--- src/rtl/pipe_hazard_ctrl.sv ---
// pipe_hazard_ctrl: hazard/stall sequencer for a 5-stage MIPS pipeline.
// It drives the enables and flushes of the PC, IF/ID and ID/EX registers.
// The outputs are combinational from the state, md_cnt and the inputs, so a
// hazard seen in a cycle is acted on in that same cycle.
//
// Ports:
//   clk             rising-edge clock
//   rst             asynchronous reset, active-low
//   id_rs, id_rt    source register addresses of the instruction in ID
//   id_uses_rt      the ID instruction reads rt as a source
//   ex_memread      the EX instruction is a load
//   ex_rt           destination register of the load in EX
//   ex_md_start     a MULT/DIV entered EX this cycle
//   ex_branch_taken a branch in EX resolved as taken
//   pc_en           PC load enable
//   ifid_en         IF/ID register enable
//   idex_en         ID/EX register enable
//   ifid_flush      clear IF/ID to a NOP on the next edge
//   idex_flush      clear ID/EX to a bubble on the next edge
//   md_busy         a MULT/DIV is in progress
//   md_done         one-cycle pulse on the last MULT/DIV cycle
module pipe_hazard_ctrl #(
  parameter int unsigned MD_LAT = 32,  // EX cycles a MULT/DIV occupies, 2..63
  parameter int unsigned CW     = 6    // counter width, 2**CW > MD_LAT
) (
  input  logic       clk,
  input  logic       rst,
  input  logic [4:0] id_rs,
  input  logic [4:0] id_rt,
  input  logic       id_uses_rt,
  input  logic       ex_memread,
  input  logic [4:0] ex_rt,
  input  logic       ex_md_start,
  input  logic       ex_branch_taken,
  output logic       pc_en,
  output logic       ifid_en,
  output logic       idex_en,
  output logic       ifid_flush,
  output logic       idex_flush,
  output logic       md_busy,
  output logic       md_done
);

  localparam int unsigned REG_AW = 5;

  localparam logic [0:0] ST_RUN    = 1'b0;
  localparam logic [0:0] ST_MDWAIT = 1'b1;

  // Value loaded on MULT/DIV entry; the entry cycle counts as the first
  // frozen cycle, so the wait state covers the remaining MD_LAT-1 cycles.
  localparam logic [CW-1:0] MD_LOAD = CW'(MD_LAT - 1);
  localparam logic [CW-1:0] MD_ONE  = CW'(1);

  logic [0:0]    state;
  logic [0:0]    state_nxt;
  logic [CW-1:0] md_cnt;
  logic [CW-1:0] md_cnt_nxt;

  logic          rs_match_c;
  logic          rt_match_c;
  logic          load_use_c;

  // Load-use detection; register $zero never creates a dependency.
  always_comb begin
    rs_match_c = (ex_rt == id_rs);
    rt_match_c = id_uses_rt && (ex_rt == id_rt);
    load_use_c = ex_memread && (ex_rt != REG_AW'(0)) && (rs_match_c || rt_match_c);
  end

  // State and MULT/DIV counter register.
  always_ff @(posedge clk or negedge rst) begin
    if (!rst) begin
      state  <= ST_RUN;
      md_cnt <= '0;
    end else begin
      state  <= state_nxt;
      md_cnt <= md_cnt_nxt;
    end
  end

  // Next-state and output decode.
  always_comb begin
    state_nxt  = state;
    md_cnt_nxt = md_cnt;
    pc_en      = 1'b1;
    ifid_en    = 1'b1;
    idex_en    = 1'b1;
    ifid_flush = 1'b0;
    idex_flush = 1'b0;
    md_busy    = 1'b0;
    md_done    = 1'b0;

    case (state)
      ST_RUN: begin
        md_cnt_nxt = '0;
        if (ex_branch_taken) begin
          // Taken branch wins: the younger instructions are discarded, so
          // any hazard or MULT/DIV start they signal is irrelevant.
          ifid_flush = 1'b1;
          idex_flush = 1'b1;
        end else if (ex_md_start) begin
          pc_en      = 1'b0;
          ifid_en    = 1'b0;
          idex_en    = 1'b0;
          state_nxt  = ST_MDWAIT;
          md_cnt_nxt = MD_LOAD;
        end else if (load_use_c) begin
          // Hold PC and IF/ID, insert one bubble into EX.
          pc_en      = 1'b0;
          ifid_en    = 1'b0;
          idex_flush = 1'b1;
        end
      end

      ST_MDWAIT: begin
        pc_en   = 1'b0;
        ifid_en = 1'b0;
        idex_en = 1'b0;
        md_busy = 1'b1;
        if (md_cnt == MD_ONE) begin
          md_done    = 1'b1;
          state_nxt  = ST_RUN;
          md_cnt_nxt = '0;
        end else if (md_cnt == '0) begin
          // Unreachable in normal operation; leave without underflowing.
          state_nxt  = ST_RUN;
        end else begin
          md_cnt_nxt = md_cnt - MD_ONE;
        end
      end

      default: begin
        state_nxt  = ST_RUN;
        md_cnt_nxt = '0;
      end
    endcase
  end

endmodule

--- config.mk ---
export PLATFORM = sky130hd
export DESIGN_NAME = pipe_hazard_ctrl
export DESIGN_NICKNAME = d
export VERILOG_FILES = /design/src/rtl/pipe_hazard_ctrl.sv
export SDC_FILE = /design/constraint.sdc
export NUM_CORES = 1
export LEC_CHECK = 0
export CAP_MARGIN = 15
export CORE_UTILIZATION = 35
export CTS_CLUSTER_DIAMETER = 150
export DETAILED_ROUTE_END_ITERATION = 7
export PLACE_DENSITY = 0.74
export SYNTH_ARGS = -nofsm -noshare
export SYNTH_HDL_FRONTEND = slang
export SYNTH_SLANG_ARGS = --single-unit
--- constraint.sdc ---
create_clock -name clk -period 1.4 [get_ports clk]
set_input_delay 0.14 -clock clk [delete_from_list [all_inputs] [get_ports clk]]
set_output_delay 0.14 -clock clk [all_outputs]
set_load 0.02 [all_outputs]
==> results.md, run 1 <==
- Synth async-reset ratio: 100.0%
- Wirelength per Cell: roughly 12 µm
- Congestion Overflow GR: 0
- Design area: roughly 1100 µm²
- I/O pin total: 28
- Pre-antenna DRT Iters: 4
- Max_slew headroom: a little under 80%
- Vias: between 600 and 700
- Final Max Tran Viols: 0
- Number of DRC markers in iteration 0: 2
- Bufs on Longest Clock Path: 2
- Dpl cells: 122
- Cts bufs inserted: 3
- Fin cells: 128
- Setup ws final: -0.02742 ns
- Setup Skew: ~0.00087 ns
- Syn Area/Cell: about 9.3 µm²
- Crit path time final: around 1.4 ns
- Drt total wl: between 1500 and 2000 µm
- Fmax: ~700 MHz
- Final setup viols: 4
- CTS tree: built
- Post-synthesis net count: 85
- Post-Route Utilization: roughly 72%
- Final ANT Viol Nets: 0
- Synth Area in Compound Gates: between 15 and 20%
- CTS sink cnt: 7
- Largest family of logic cells by synthesized area: simple AND/OR/NAND/NOR gates
- Commonest cells after routing, fill and taps aside: buf_4, xor2_1, buf_6
- Nature of the critical path endpoint: output pin
- Initial antenna violation count: 0
- Leakage: 0.5364 nW
- Post-synthesis mux area share: under 10%
- Die width: ~43 µm
- Synth area leaders: dfrtp_1, xor2_1, nor2_1
- Nets@finish: 136
- CP arrival: 1.29 ns
- Number of global-route vias before repair: between 600 and 700
- Starting Density: a little under two fifths
- Final HPWL DP: approximately 1200 µm
- Ys Warns: 0
- Proportion of layout cells with a drive suffix above 1: 50.00%
- Synthesized instance count: a little over 60
- Crit-path max FO: 2
- Die ar.: 1814 µm²
- Number of synthesized register bits: 7
- Synthesized area: just under 600 µm²
- Adder-Cell Fraction of Synth Area: 4.338%
- Global placement routability congestion: 0.7689
- Top-area cell type share of the netlist area: between 30% and 40%
- Critical Path RT: around 1.3 ns
- Max Cap Violations: 0
- # DRC: 0
- Layout Area Growth over Synthesis: 91.11%
- Antenna Cells: 0
- Yosys top cell by area: dfrtp_1
- Seq/Total Area, Yosys: 30.37%
- Most common cell after layout, fill and taps aside: buf_4
- DP Area: just over 1000 µm²
- Clk slew on worst S/H paths: 0.05 ns
- WHS: around 0.14 ns
- Count of cell types in the netlist: 27
- First-pass GRT wire length: ~2600 µm
- Failing checks: negative setup slack
- Post-synthesis simple-gate area fraction: about 23%
- Worst VDD drop: roughly 0.0013 V
- Vias per cell: about 4.9
- Num rows: 14
- Post-synth EDFFs: 0
- H-tree levels: 1
- Critical path startpoint category: register
- RSZ-0062 raised after global routing: yes
- Critical path class: register to output pin
- HP Class: primary input to async pin
- Power Dens Cells: 1879 nW/µm²
- Synth Flop Type: dfrtp_1
- Root Driver: clkbuf_4
- Port buffer count: 27
- Clock latency on the worst-skew pair: ~0.25 ns
- Pin count of the biggest net entering global routing: 8
- Crit share post-route: 102.0%
- Final hold viol count: 0
- XOR/XNOR Fraction of Synth Area: a little over a fifth
- Core box area: around 1500 µm²
- DIE HEIGHT: approximately 43 µm
- Least-Margin Pin Slew: around 0.31 ns
- Status: finished with violations
- Power Total: slightly above 2 mW
- Total Routing Usage GR: between 10% and 20%
[worst max-delay path: stages (launching register included)]
cell,delay (ns)
dfrtp_1,0.40
nor4_4,0.31
and3_1,0.21
buf_6,0.12
[sequential cells by signal, indices dropped and copies added, names as in the netlist]
name and flops:
md_cnt 6, state 1
[final cells by class]
cell class                      count  area [µm²]
Inverter                            4       15.01
Fill cell                         124       421.7
Tap cell                           16       20.02
Sequential cell                     7       175.2
Multi-Input combinational cell     50       460.4
Clock buffer                        4       26.28
Timing Repair Buffer               47       405.4
[cells by family after synthesis]
| group | Yosys count |
|---|---|
| simple gates | 20 |
| fa+ha+maj | 2 |
| buf+inv | 5 |
| compound gates | 13 |
| flops | 7 |
| mux | 1 |
| xor+xnor | 14 |
[synth_stat cells, types with 2 or more instances]
cell      n
xor2_1   13
nor3b_1   2
dfrtp_1   7
ha_1      2
nand2_1   2
a21oi_1   5
nor3_1    2
nor2_1    7
inv_1     4
[path summary, 6_finish.rpt]
check	from	to	slack (ns)	depth (start not counted)
max in group asynchronous	rst	md_cnt[0]	1.02	1
setup / recovery	md_cnt[4]	md_done	-0.03	3
hold / removal	rst	md_cnt[3]	0.14	1
min in group clk	ex_branch_taken	state	0.51	5
hold reg to reg	md_cnt[0]	md_cnt[0]	0.65	2
setup reg to reg	md_cnt[4]	md_cnt[4]	0	6
[stage by stage]
stage | TNS, ns | setup slack [ns]
2_1_floorplan | 0 | 0.009626
3_3_place_gp | -2.946 | -0.7517
3_5_place_dp | -3.114 | -0.7788
4_1_cts | -0.09981 | -0.03647
5_1_grt | -0.5423 | -0.08546
6_report | -0.06494 | -0.02742
[repair_timing]
action,4_1_cts,5_1_grt
pin swaps,16,10
hold buffers,0,0
hold endpoints to repair,0,0
setup endpoints to repair,10,13
setup buffers,1,1
resized for setup,82,14
[routing by layer]
layer	up-vias	global-route usage (%)	part of all wire, %
li1	311	-	-
met1	282	18.11	35
met2	30	40.00	56
met3	5	3.017	6.5
met4	0	11.25	1.8
met5	-	0	0
[report_power, final]
group / leakage [nW] / internal [mW] / switching (mW)
clock network: 0.0150 / 0.109 / 0.0750
logic: 0.433 / 0.792 / 0.703
registers: 0.0889 / 0.300 / 0.0914
total: 0.536 / 1.20 / 0.870
No activity file was read; power rests on OpenSTA's default activity.
==> run 2: changes to the inputs <==
- CAP_MARGIN: 15 -> 20
- CELL_PAD_IN_SITES_DETAIL_PLACEMENT: not set -> 1
- CELL_PAD_IN_SITES_GLOBAL_PLACEMENT: not set -> 1
- CORE_ASPECT_RATIO: not set -> 0.75
- CORE_UTILIZATION: 35 -> 25
- PLACE_DENSITY: 0.74 -> not set
- PLACE_DENSITY_LB_ADDON: not set -> 0.1
==> run 2 against run 1 <==
The flow finishes with violations (design-rule violations, negative setup slack); register-to-register slack worse by 0.04 ns; final area grew 6.9%; sequential share of layout area down 0.92 points; first-iteration DRC count grew to 4.5 times the previous value; cell count grew 7.0%; worst setup slack got worse by 0.042 ns; via count is 1.1% lower; clock skew is 0.0093 ns higher; clock-buffer cell count unchanged; worst hold slack got worse by 0.0015 ns; flip-flop and latch count unchanged; critical path type is now primary input to output pin; highest routed layer unchanged.
==> results.md, run 2 (synthesis gave the netlist of run 1 again) <==
- HP Class: primary input to async pin
- Crit share post-route: 104.9%
- Layout Area Growth over Synthesis: 104.3%
- Power Dens Cells: slightly below 2000 nW/µm²
- Critical path class: primary input to output pin
- CTS sink cnt: 7
- Design area: 1179 µm²
- Failing checks: design-rule violations, negative setup slack
- Number of DRC markers in iteration 0: 9
- # DRC: 1
- Total Routing Usage GR: 17.22%
- RSZ-0062 raised after global routing: yes
- Least-Margin Pin Slew: roughly 0.32 ns
- Crit path time final: between 1 and 1.5 ns
- Congestion Overflow GR: 0
- WHS: ~0.14 ns
- Die ar.: between 2000 and 3000 µm²
- Most common cell after layout, fill and taps aside: buf_4
- DIE HEIGHT: around 44 µm
- Nature of the critical path endpoint: output pin
- I/O pin total: 28
- Setup Skew: ~0.010 ns
- Met3 WL: between 100 and 150 µm
- DP Area: ~1000 µm²
- Max_slew headroom: a little under 80%
- Clk slew on worst S/H paths: approximately 0.060 ns
- Top reg by flops: md_cnt
- Root Driver: clkbuf_4
- Worst slack at placement: -0.8408 ns
- CTS tree: built
- Status: finished with violations
- Final HPWL DP: approximately 1500 µm
- Leakage: 0.5542 nW
- Cts bufs inserted: 3
- Vias: 621
- Crit-path max FO: 2
- Hold_buf cts: 0
- Port buffer count: 27
- Worst R2R Path Depth: 4
- Max Cap Violations: 0
- Final setup viols: 6
- Worst VDD drop: roughly 0.00082 V
- Vias per cell: around 4.5
- Nets@finish: around 140
- First-pass GRT wire length: approximately 3100 µm
- Clock latency on the worst-skew pair: about 0.26 ns
- Setup ws final: -0.06930 ns
- Starting Density: between 20% and 30%
- Core box area: 2085 µm²
- Proportion of layout cells with a drive suffix above 1: around 57%
- Wirelength per Cell: between 10 and 15 µm
- Number of global-route vias before repair: 676
- Met2 wire length: between 800 and 900 µm
- Final hold viol count: 0
- Drt total wl: 1930 µm
- Antenna Cells: 0
- Critical Path RT: 1.26 ns
- Max layer used: met4
- Met1 WL: about 930 µm
- CP arrival: ~1.3 ns
- Global placement routability congestion: 0.7373
- Final Max Tran Viols: 0
- Die width: approximately 57 µm
- Bufs on Longest Clock Path: 2
- Fmax: a little under 700 MHz
- Commonest cells after routing, fill and taps aside: buf_4, xor2_1, buf_6
- Pin count of the biggest net entering global routing: 8
- Max reg flops: 6
- H-tree levels: 1
- Worst R2R Setup Slack: -0.04 ns
- Critical path startpoint category: primary input
- Largest regs: md_cnt (6), state (1)
- Num rows: 14
- Final ANT Viol Nets: 0
- Pre-antenna DRT Iters: 6
- Initial antenna violation count: 0
run 2: cell types whose count changed in the layout (fill, tap and decap cells not counted), sizes merged:
cell / change
clkdlybuf4s50: +1
dlygate4sd2: +3
clkbuf: +1
clkdlybuf4s15: -3
dlymetal6s2s: -1
run 2: cell type report:
type | count | area [µm²]
well taps | 24 | 30.03
clock buffers | 4 | 26.28
fillers | 236 | 905.9
inverters | 4 | 15.01
flip-flops and latches | 7 | 176.4
repair buffers | 48 | 409.1
multi-input cells | 50 | 521.8
run 2: per-stage QoR:
step                utilization (%)  cells  TNS [ns]  power (mW)
finish                        56.54    137   -0.2062       2.279
global route                  56.54    137   -0.7081       2.445
CTS                           53.60    136   -0.2372       2.116
detailed placement            48.74    130    -3.338       1.716
global placement              48.74    130    -3.045       1.666
floorplan                         -     62         0       1.074
run 2: what timing repair did:
item / CTS / global route
pin swaps: 21 / 6
gates resized for setup: 88 / 16
buffers inserted: 2 / 1
endpoints found under the setup margin: 10 / 12
run 2: per-layer routing:
| layer | vias to the layer above | global-route usage, % |
|---|---|---|
| met3 | 2 | 4.478 |
| met5 | - | 0 |
| li1 | 317 | - |
| met4 | 0 | 2.927 |
| met1 | 284 | 22.65 |
| met2 | 18 | 29.07 |
run 2: final timing paths:
kind / startpoint / endpoint
worst max-delay path: id_rt[2] / pc_en
worst min-delay path: rst / md_cnt[2]
min in group clk: md_cnt[0] / md_cnt[0]
worst min register to register: md_cnt[0] / md_cnt[0]
worst max register to register: md_cnt[0] / md_cnt[1]
max in group asynchronous: rst / md_cnt[0]
run 2: worst max-delay path: stages:
cell and delay, ns:
buf_6 0.09, xor2_1 0.16, nor4_2 0.30, a32oi_2 0.17, o31a_1 0.33, buf_6 0.14
run 2: power by group:
part           leakage (nW)  internal, mW  total (mW)  switching, mW
logic                 0.451         0.875        1.67          0.799
registers            0.0878         0.303       0.419          0.116
clock network        0.0150         0.109       0.186         0.0770
